**config.mk**
```make
export PLATFORM = sky130hd
export DESIGN_NAME = rmt_cmd_sequencer
export DESIGN_NICKNAME = d
export VERILOG_FILES = /design/src/rtl/kt_cmd_pkg.sv /design/src/rtl/seq_cmd_mem.sv /design/src/rtl/rmt_cmd_sequencer.sv
export SDC_FILE = /design/constraint.sdc
export NUM_CORES = 1
export LEC_CHECK = 0
export ABC_AREA = 1
export CORE_MARGIN = 2
export CORE_UTILIZATION = 54
export CTS_CLUSTER_SIZE = 28
export DETAILED_ROUTE_END_ITERATION = 8
export HOLD_SLACK_MARGIN = 0.02
export PLACE_DENSITY = 0.73
export SYNTH_ARGS = -nofsm -noshare
export SYNTH_HDL_FRONTEND = slang
export SYNTH_SLANG_ARGS = --single-unit
```
**constraint.sdc**
```tcl
create_clock -name clk -period 5.2 [get_ports clk]
set_clock_uncertainty 0.1 [all_clocks]
set_input_delay 1.3 -clock clk [delete_from_list [all_inputs] [get_ports clk]]
set_output_delay 1.3 -clock clk [all_outputs]
set_load 0.01 [all_outputs]
```
**src/rtl/kt_cmd_pkg.sv**
```systemverilog
// Shared Knight command constants, response bytes, error codes and sequencer states.
// Pure declarations: no latency, no flow control.
package kt_cmd_pkg;

  localparam logic [3:0] OP_CAL     = 4'h2;
  localparam logic [3:0] OP_MOVE    = 4'h4;
  localparam logic [3:0] OP_FANFARE = 4'h5;
  localparam logic [3:0] OP_TOUR    = 4'h6;

  localparam logic [7:0] ACK_FINAL_DEF = 8'hA5;
  localparam logic [7:0] ACK_STEP_DEF  = 8'h5A;

  typedef enum logic [1:0] {
    ERR_NONE    = 2'b00,
    ERR_RESP    = 2'b01,
    ERR_TIMEOUT = 2'b10,
    ERR_OVF     = 2'b11
  } err_code_t;

  typedef enum logic [2:0] {
    ST_IDLE,
    ST_LOAD,
    ST_ISSUE,
    ST_WAIT_SENT,
    ST_WAIT_RESP,
    ST_DONE,
    ST_ERR
  } seq_state_t;

endpackage

```
**src/rtl/seq_cmd_mem.sv**
```systemverilog
// DEPTH x 16 command list: one write per cycle, combinational read; 0-cycle read latency.
// A write while full is dropped and flagged on ovf in the same cycle; clr wins over a write.
module seq_cmd_mem #(
  parameter int DEPTH = 16
) (
  input  logic                     clk,
  input  logic                     rst,
  input  logic                     wr_en,
  input  logic [15:0]              wr_data,
  input  logic                     clr,
  input  logic [$clog2(DEPTH)-1:0] rd_idx,
  output logic [15:0]              rd_data,
  output logic [$clog2(DEPTH):0]   count,
  output logic                     full,
  output logic                     ovf
);

  localparam int AW = $clog2(DEPTH);

  logic [15:0] mem [DEPTH];
  logic        wr_ok;

  assign full  = (count == (AW+1)'(DEPTH));
  assign wr_ok = wr_en && !clr && !full;
  assign ovf   = wr_en && !clr && full;

  // The low bits of count double as the write pointer.
  always_ff @(posedge clk or posedge rst) begin
    if (rst) begin
      count <= '0;
    end else if (clr) begin
      count <= '0;
    end else if (wr_ok) begin
      count <= count + 1'b1;
    end
  end

  always_ff @(posedge clk) begin
    if (wr_ok) begin
      mem[count[AW-1:0]] <= wr_data;
    end
  end

  assign rd_data = mem[rd_idx];

endmodule

```
**src/rtl/rmt_cmd_sequencer.sv**
```systemverilog
// Issues a stored Knight command list to RemoteComm, 2 clocks from ACK_FINAL to next send_cmd;
// waits on cmd_sent/resp_rdy indefinitely unless SEQ_TIMEOUT_EN adds a per-command watchdog.
module rmt_cmd_sequencer
  import kt_cmd_pkg::*;
#(
  parameter int          DEPTH       = 16,
  parameter logic [7:0]  ACK_FINAL   = ACK_FINAL_DEF,
  parameter logic [7:0]  ACK_STEP    = ACK_STEP_DEF,
  parameter logic [31:0] TIMEOUT_CYC = 32'd50_000_000
) (
  input  logic                     clk,
  input  logic                     rst,
  input  logic                     wr_en,
  input  logic [15:0]              wr_data,
  input  logic                     clr,
  input  logic                     start,
  output logic [15:0]              cmd,
  output logic                     send_cmd,
  input  logic                     cmd_sent,
  input  logic                     resp_rdy,
  input  logic [7:0]               resp,
  output logic                     busy,
  output logic                     done,
  output logic                     err,
  output logic [1:0]               err_code,
  output logic [$clog2(DEPTH)-1:0] cmd_idx,
  output logic [5:0]               step_cnt
);

  localparam int AW = $clog2(DEPTH);

  seq_state_t  state;
  logic [15:0] rd_data;
  logic [AW:0] count;
  logic        full;
  logic        ovf;
  logic        wr_ok;
  logic        clr_ok;
  logic        waiting;
  logic        resp_hit;
  logic        is_last;
  logic        wdog_hit;

  assign wr_ok   = wr_en && !busy;
  assign clr_ok  = clr && !busy;
  assign waiting = (state == ST_WAIT_SENT) || (state == ST_WAIT_RESP);
  // A response coinciding with cmd_sent is handled as if already in WAIT_RESP.
  assign resp_hit = resp_rdy && ((state == ST_WAIT_RESP) || (state == ST_WAIT_SENT && cmd_sent));
  assign is_last  = ({1'b0, cmd_idx} == count - 1'b1);

  seq_cmd_mem #(.DEPTH(DEPTH)) u_mem (
    .clk     (clk),
    .rst     (rst),
    .wr_en   (wr_ok),
    .wr_data (wr_data),
    .clr     (clr_ok),
    .rd_idx  (cmd_idx),
    .rd_data (rd_data),
    .count   (count),
    .full    (full),
    .ovf     (ovf)
  );

`ifdef SEQ_TIMEOUT_EN
  logic [31:0] wdog;

  assign wdog_hit = waiting && (wdog + 32'd1 >= TIMEOUT_CYC);

  // Restarted per command and per response, so a long tour only needs steady progress.
  always_ff @(posedge clk or posedge rst) begin
    if (rst) begin
      wdog <= '0;
    end else if (state == ST_LOAD || resp_rdy) begin
      wdog <= '0;
    end else if (waiting) begin
      wdog <= wdog + 32'd1;
    end
  end
`else
  logic unused_timeout;
  assign unused_timeout = |TIMEOUT_CYC;
  assign wdog_hit       = 1'b0;
`endif

  always_ff @(posedge clk or posedge rst) begin
    if (rst) begin
      state    <= ST_IDLE;
      cmd      <= 16'h0000;
      send_cmd <= 1'b0;
      busy     <= 1'b0;
      done     <= 1'b0;
      err      <= 1'b0;
      err_code <= ERR_NONE;
      cmd_idx  <= '0;
      step_cnt <= '0;
    end else begin
      send_cmd <= 1'b0;
      case (state)
        ST_IDLE, ST_DONE, ST_ERR: begin
          if (clr_ok) begin
            state    <= ST_IDLE;
            done     <= 1'b0;
            err      <= 1'b0;
            err_code <= ERR_NONE;
            cmd_idx  <= '0;
            step_cnt <= '0;
          end else if (start) begin
            if (count == '0) begin
              state <= ST_DONE;
              done  <= 1'b1;
            end else begin
              state    <= ST_LOAD;
              busy     <= 1'b1;
              cmd_idx  <= '0;
              done     <= 1'b0;
              err      <= 1'b0;
              err_code <= ERR_NONE;
            end
          end else if (ovf) begin
            err      <= 1'b1;
            err_code <= ERR_OVF;
          end
        end
        ST_LOAD: begin
          cmd      <= rd_data;
          step_cnt <= '0;
          send_cmd <= 1'b1;
          state    <= ST_ISSUE;
        end
        ST_ISSUE: begin
          state <= ST_WAIT_SENT;
        end
        ST_WAIT_SENT, ST_WAIT_RESP: begin
          if (resp_hit) begin
            if (resp == ACK_STEP) begin
              state <= ST_WAIT_RESP;
              if (step_cnt != 6'd63) begin
                step_cnt <= step_cnt + 6'd1;
              end
            end else if (resp == ACK_FINAL) begin
              if (is_last) begin
                state <= ST_DONE;
                done  <= 1'b1;
                busy  <= 1'b0;
              end else begin
                cmd_idx <= cmd_idx + 1'b1;
                state   <= ST_LOAD;
              end
            end else begin
              state    <= ST_ERR;
              err      <= 1'b1;
              err_code <= ERR_RESP;
              busy     <= 1'b0;
            end
          end else if (wdog_hit) begin
            state    <= ST_ERR;
            err      <= 1'b1;
            err_code <= ERR_TIMEOUT;
            busy     <= 1'b0;
          end else if (state == ST_WAIT_SENT && cmd_sent) begin
            state <= ST_WAIT_RESP;
          end
        end
        default: begin
          state <= ST_IDLE;
          busy  <= 1'b0;
        end
      endcase
    end
  end

endmodule

```
==> results of run 1 <==
==> flip-flops by register name, indices dropped and copies added, names as in the netlist, 2 cells and up <==
name / count
u_mem.mem: 256
cmd: 16
step_cnt: 6
u_mem.count: 5
cmd_idx: 4
state: 3
err_code: 2
==> through the flow <==
step | util [%] | instances | hold WS [ns]
finish | 62.72 | 1481 | 0.3706
global route | 62.72 | 1481 | 0.3831
CTS | 62.72 | 1481 | 0.3769
detailed placement | 58.86 | 1430 | 0.3619
global placement | 58.86 | 1430 | 0.3570
floorplan | - | 1127 | 0.4043
==> cells in the final DEF, fill, tap and decap left out, drive strengths merged <==
cell type      instances
clkinv                11
dfrtp                 39
ha                     6
clkdlybuf4s50         62
o31ai                  7
buf                   10
nand2                345
a31oi                  2
nor3                   8
o21ai                 70
clkbuf                38
nand4                  4
nand3                 89
o22ai                 18
inv                   40
xnor2                  2
nand3b                 1
clkinvlp               1
a21oi                 56
bufinv                 2
xor2                   5
a21boi                18
nor2                 106
edfxtp               256
==> routing by layer <==
layer,part of all wire [%],vias up
li1,-,4001
met1,41,4106
met2,49,381
met3,8.2,49
met4,2.6,0
met5,0,-
==> cell usage after synthesis <==
master / n / share of area [%]
o21ai_4: 1 / 0.13
inv_1: 31 / 0.93
nand3_2: 4 / 0.32
nor2_4: 1 / 0.090
o21ai_0: 68 / 2.7
nand2_2: 10 / 0.50
a21oi_1: 55 / 2.2
a21oi_2: 1 / 0.070
xor2_1: 5 / 0.35
nand2_4: 1 / 0.090
xnor2_1: 2 / 0.14
clkbuf_1: 16 / 0.48
nor3_2: 1 / 0.080
nor2_1: 104 / 3.1
o22ai_1: 18 / 0.90
buf_6: 1 / 0.090
nand3_1: 85 / 3.4
ha_1: 6 / 0.60
a31oi_2: 1 / 0.10
nand3b_1: 1 / 0.060
nor2_2: 1 / 0.050
o21ai_1: 1 / 0.040
a21boi_0: 18 / 1.1
buf_2: 26 / 1.0
a31oi_1: 1 / 0.050
nor3_1: 7 / 0.28
buf_4: 8 / 0.48
edfxtp_1: 256 / 62
buf_1: 3 / 0.090
inv_2: 8 / 0.24
nand4_1: 4 / 0.20
o31ai_1: 7 / 0.42
nand2_1: 334 / 10
inv_4: 2 / 0.10
dfrtp_1: 39 / 7.8
==> cell type report <==
class                           count  share of cell area (%)
Sequential cell                   295                   61.04
Multi-Input combinational cell    737                   24.18
Clock buffer                       38                   5.348
Timing Repair Buffer               72                   4.987
Tap cell                          285                   2.511
Inverter                           41                   1.128
Clock inverter                     13                  0.8018
==> worst reg2reg max path: stages, from the launching register on <==
cell and delay, ns:
dfrtp_4 0.82, clkinv_2 0.76, buf_12 0.49, nand2_1 0.12
a21oi_1 0.06, o31ai_1 0.66, a21oi_1 0.13
==> power groups by stage <==
stage               Sequential [mW]  Combinational (mW)  Clock (mW)
global route                   2.89                2.03        2.07
CTS                            2.87                1.83        1.97
detailed placement             2.92                1.80           0
floorplan                      2.90                1.16           0
finish                         2.87                1.84        1.95
global placement               2.91                1.78           0
==> kinds of logic after synthesis <==
| logic type | share of synthesized area [%] |
|---|---|
| fa+ha+maj | 0.6018 |
| flops | 69.45 |
| simple gates | 18.26 |
| xor+xnor | 0.4915 |
| compound gates | 7.733 |
| buf+inv | 3.460 |
==> worst max path at each step <==
stage,from,to,slack [ns],depth (start not counted)
detailed placement,wr_en,u_mem.mem[13][12]$_DFFE_PP_,1.44,7
CTS,cmd_idx[2]$_DFFE_PP0P_,cmd_idx[2],1.62,1
finish,cmd_idx[2]$_DFFE_PP0P_,cmd_idx[2],1.66,1
floorplan,wr_en,u_mem.mem[4][0]$_DFFE_PP_,1.95,4
global placement,wr_en,u_mem.mem[13][12]$_DFFE_PP_,1.48,7
global route,cmd_idx[2]$_DFFE_PP0P_,cmd_idx[2],1.58,1
==> run_results.csv, run 1 <==
group,metric,value,unit
clock_network,clock_sinks,295,
logic_synthesis,synthesis.nets,1164,
grt,grt_pass1_vias,8164,
drt,vias_per_cell,5.764,
timing,worst_pin_slew,0.9181,ns
power_and_ir_drop,p_total,6.658,mW
drt,drc,0,
timing,slew_violations,0,
final_layout,final_area,14200,um^2
final_layout,fin_nets,1213,
timing,timing.final.ws_setup,1.664,ns
hold_path,min_to,"err_code[1]$_DFFE_PP0P_",
final_layout,diodes,0,
critical_path,end_kind,"primary output",
grt,busiest_layer,"met2",
final_layout,register_area,8668,um^2
die,die_x,156.0,um
place,numPortBuffers,62,
clock_network,cts_buffer_depth,3,
drt,drt_iter0_markers,1024,
critical_path,r2r_start,"cmd_idx[0]$_DFFE_PP0P_",
timing,relSlewSlack,38.60,%
power_and_ir_drop,p_comb_share,27.6,%
timing,setup_viol,0,
critical_path,cp-start-kind,"flop",
logic_synthesis,yosysSeqAreaShare,69.45,%
timing,post-route-period-util,68.01,%
hold_path,worstHoldPathCells,2,
grt,use_met1,36.55,%
clock_network,root_buffer,"clkbuf_16",
hold_path,hold_class,"reg2reg",
drt,avgRoutedWirePerCell,21.39,um
final_layout,fill_cells,1739,
critical_path,critical_path_class,"reg2out",
clock_network,cts_setup_buffers,0,
grt,grtUsageMet3,4.750,%
timing,final-hold-violation-count,0,
flow_run,drv_cap,0,
logic_synthesis,syn_inst,1127,
power_and_ir_drop,p_int,4.455,mW
critical_path,worstPathCellList,"clkdlybuf4s50_1",
critical_path,worstPathMaxFanout,18,
grt,grt_start_max_net_pins,88,
critical_path,r2r-end,"cmd[5]$_DFFE_PP0P_",
timing,tns,0,ns
status,status,"completed",
drt,wirelength,31680,um
logic_synthesis,ys_types,35,
final_layout,area_growth,13.83,%
grt,antenna_found_initial,1,
die,coreArea,22640,um^2
grt,use_met2,43.81,%
critical_path,critPathMaxStageDelay,0.91,ns
critical_path,required,3.80,ns
die,ios,63,
place,gp_congestion,0.8872,
timing,period_minus_slack,3.536,ns
clock_network,cts_hold_buf,0,
power_and_ir_drop,vdd_drop_max,0.2597,mV
critical_path,cp_top_family,"flip-flops",
logic_synthesis,mappedNetlistArea,12470,um^2
critical_path,worst_ep_arrival_time,2.14,ns
grt,grt_usage,26.63,%
clock_network,clock_latency,0.55,ns
power_and_ir_drop,pwr-share-seq,43.1,%
clock_network,cts.clk_slew.worst_paths,0.06,ns
logic_synthesis,yosys_warnings,0,
die,start_util,55.10,%
critical_path,critPathSlowestCell,"dfrtp_1",
power_and_ir_drop,switchingPower,2.203,mW
hold_path,hp-start,"err_code[1]$_DFFE_PP0P_",
final_layout,multi_input_comb_area,3433,um^2
clock_network,cts_htree_levels,1,
logic_synthesis,syn_avg_cell_area,11.07,um^2
power_and_ir_drop,power_density,468.9,nW/um^2
die,die_area,24330,um^2
timing,rsz0062_at_grt,"no",
power_and_ir_drop,clkPwrFrac,29.3,%
drt,vias,8537,
critical_path,reg2reg_depth,6,
critical_path,r2r_slack,1.89,ns
drt,dr.pass1.iters,5,
place,place_ws,1.436,ns
clock_network,numCtsBuffers,29,
logic_synthesis,ys_seq_elements,295,
die,die_y,156.0,um
critical_path,critical_path_buf_inv_count,1,
place,place_area,13330,um^2
drt,final_antenna_net_count,0,
final_layout,layout-drive-gt1-share,7.943,%
timing,fmax,282.8,MHz
die,rows,55,
grt,grt_pass1_wl,48040,um
place,hpwl,19700,um
clock_network,cts_resized,0,
power_and_ir_drop,p_sw_share,33.09,%
grt,grt_overflow,0,
clock_network,cts_tree,"yes",
power_and_ir_drop,p_leak,5.341,nW
(Power assumes the default switching activity.)
==> run 2: changes to the inputs <==
==> constraint.sdc (replaced) <==
create_clock -name clk -period 3.5 [get_ports clk]
set_clock_uncertainty 0.1 [all_clocks]
set_input_delay 0.875 -clock clk [delete_from_list [all_inputs] [get_ports clk]]
set_output_delay 0.875 -clock clk [all_outputs]
set_load 0.01 [all_outputs]
==> run 2 against run 1 <==
Clock power grew 65%. Global-route usage down 1.3 points. Combinational power is 51% higher. Cell count increased by 2.0%. Via count rose by 1.1%. Clock-buffer cell count decreased by 2. Wire length is 3.4% lower. Highest routed layer unchanged. Worst hold slack better by 0.0085 ns. Design area up 2.3%. Utilization is 1.4 points higher.
==> run_results.csv, run 2 (synthesis gave the netlist of run 1 again) <==
group,metric,value,unit
status,status,"completed",
clock_network,cts_resized,0,
drt,drc,0,
critical_path,critical_path_class,"reg2out",
drt,avgRoutedWirePerCell,20.26,um
clock_network,cts.clk_slew.worst_paths,0.06,ns
final_layout,area_growth,16.42,%
place,dp.cells,1455,
timing,setup_viol,0,
die,die_y,156.0,um
timing,worst_pin_slew,0.9062,ns
place,numPortBuffers,62,
grt,grt_overflow,0,
timing,post-route-period-util,81.20,%
critical_path,end_kind,"primary output",
die,rows,55,
clock_network,clock_latency,0.57,ns
final_layout,layout-drive-gt1-share,10.61,%
critical_path,worstPathMaxFanout,11,
die,die_area,24330,um^2
drt,vias,8635,
critical_path,critPathMaxStageDelay,0.68,ns
drt,dr.pass1.iters,5,
grt,grt_pass1_vias,8071,
final_layout,largest_register_ffs,256,
clock_network,clock_sinks,295,
clock_network,root_buffer,"clkbuf_16",
place,gp_congestion,0.9597,
final_layout,fin_nets,1239,
drt,vias_per_cell,5.719,
timing,slew_violations,0,
power_and_ir_drop,p_leak,5.529,nW
critical_path,worst_ep_arrival_time,1.87,ns
timing,relSlewSlack,39.40,%
critical_path,required,2.52,ns
clock_network,numCtsBuffers,30,
timing,fmax,351.9,MHz
die,ios,63,
die,coreArea,22640,um^2
grt,grt_pass1_wl,46170,um
critical_path,cp_top_family,"flip-flops",
power_and_ir_drop,power_density,703.6,nW/um^2
grt,grt_start_max_net_pins,73,
die,die_x,156.0,um
drt,drt_iter0_markers,946,
final_layout,fin_cells,1510,
critical_path,cp-start-kind,"flop",
clock_network,cts_htree_levels,1,
timing,final-hold-violation-count,0,
final_layout,diodes,0,
timing,tns,0,ns
clock_network,cts_hold_buf,0,
grt,antenna_found_initial,0,
power_and_ir_drop,vdd_drop_max,0.4243,mV
hold_path,hold_class,"reg2reg",
flow_run,drv_cap,0,
drt,final_antenna_net_count,0,
drt,wirelength,30590,um
timing,rsz0062_at_grt,"no",
final_layout,final_cell_mix,"334 x nand2_1, 256 x edfxtp_1, 91 x nor2_1",
critical_path,critPathSlowestCell,"dfrtp_1",
clock_network,cts_tree,"yes",
clock_network,cts_setup_buffers,0,
final_layout,layout_commonest_cell,"nand2_1",
critical_path,critical_path_buf_inv_count,1,
place,hpwl,19700,um
critical_path,worstPathCellList,"clkdlybuf4s50_1",
final_layout,fill_cells,1746,
timing,period_minus_slack,2.842,ns
die,start_util,55.10,%
clock_network,cts_buffer_depth,3,
grt,grt_usage,25.29,%
[run 2: cell count changes in the layout (fill, tap and decap cells not counted)]
cell / before / now
clkbuf_16: 29 / 30
clkinv_2: 4 / 6
inv_8: 0 / 1
clkinv_16: 0 / 1
clkbuf_8: 0 / 2
bufinv_16: 2 / 4
clkinv_1: 7 / 6
inv_6: 1 / 0
clkbuf_1: 9 / 4
buf_12: 1 / 0
clkinvlp_4: 1 / 3
buf_4: 9 / 35
[run 2: final timing paths]
check,startpoint,to,slack (ns),depth (start not counted)
hold reg to reg,cmd[9]$_DFFE_PP0P_,cmd[9]$_DFFE_PP0P_,0.38,2
setup reg to reg,u_mem.count[0]$_DFFE_PP0P_,u_mem.mem[14][6]$_DFFE_PP_,0.92,10
min in group asynchronous,rst,cmd[10]$_DFFE_PP0P_,0.49,2
max in group asynchronous,rst,state[0]$_DFFE_PP0P_,2.21,3
hold / removal,cmd[9]$_DFFE_PP0P_,cmd[9]$_DFFE_PP0P_,0.38,2
setup / recovery,cmd_idx[2]$_DFFE_PP0P_,cmd_idx[2],0.66,1
[run 2: metrics by stage]
step	area (um^2)	setup WS (ns)	utilization (%)	hold slack [ns]	power, mW
after floorplan	12470	0.6724	-	0.4043	6.037
after global placement	13500	0.5693	59.64	0.3628	6.996
after detailed placement	13500	0.5713	59.64	0.3688	7.048
after CTS	14520	0.6554	64.14	0.3859	10.26
after global routing	14520	0.6245	64.14	0.4142	10.72
final	14520	0.6579	64.14	0.3791	10.22
[run 2: power by group]
group | switching, mW | leakage (nW) | internal [mW]
Sequential | 0.152 | 2.80 | 4.06
Combinational | 1.85 | 2.24 | 0.930
Clock | 1.31 | 0.491 | 1.92
Total | 3.31 | 5.53 | 6.91
[run 2: final cells by class]
| class | count | area (um^2) | area share, % |
|---|---|---|---|
| Timing Repair Buffer | 97 | 883.3 | 6.083 |
| Clock inverter | 19 | 227.7 | 1.568 |
| Tap cell | 285 | 356.6 | 2.455 |
| Sequential cell | 295 | 8668 | 59.69 |
| Inverter | 41 | 160.2 | 1.103 |
| Multi-Input combinational cell | 737 | 3433 | 23.64 |
| Clock buffer | 36 | 793.3 | 5.462 |
[run 2: metal layers]
layer / up-vias / GRT usage [%] / wire length (um)
met5: - / 0 / 0
met3: 40 / 3.111 / 2413
met2: 381 / 40.73 / 14390
li1: 4050 / - / -
met1: 4164 / 37.10 / 13140
met4: 0 / 6.509 / 652
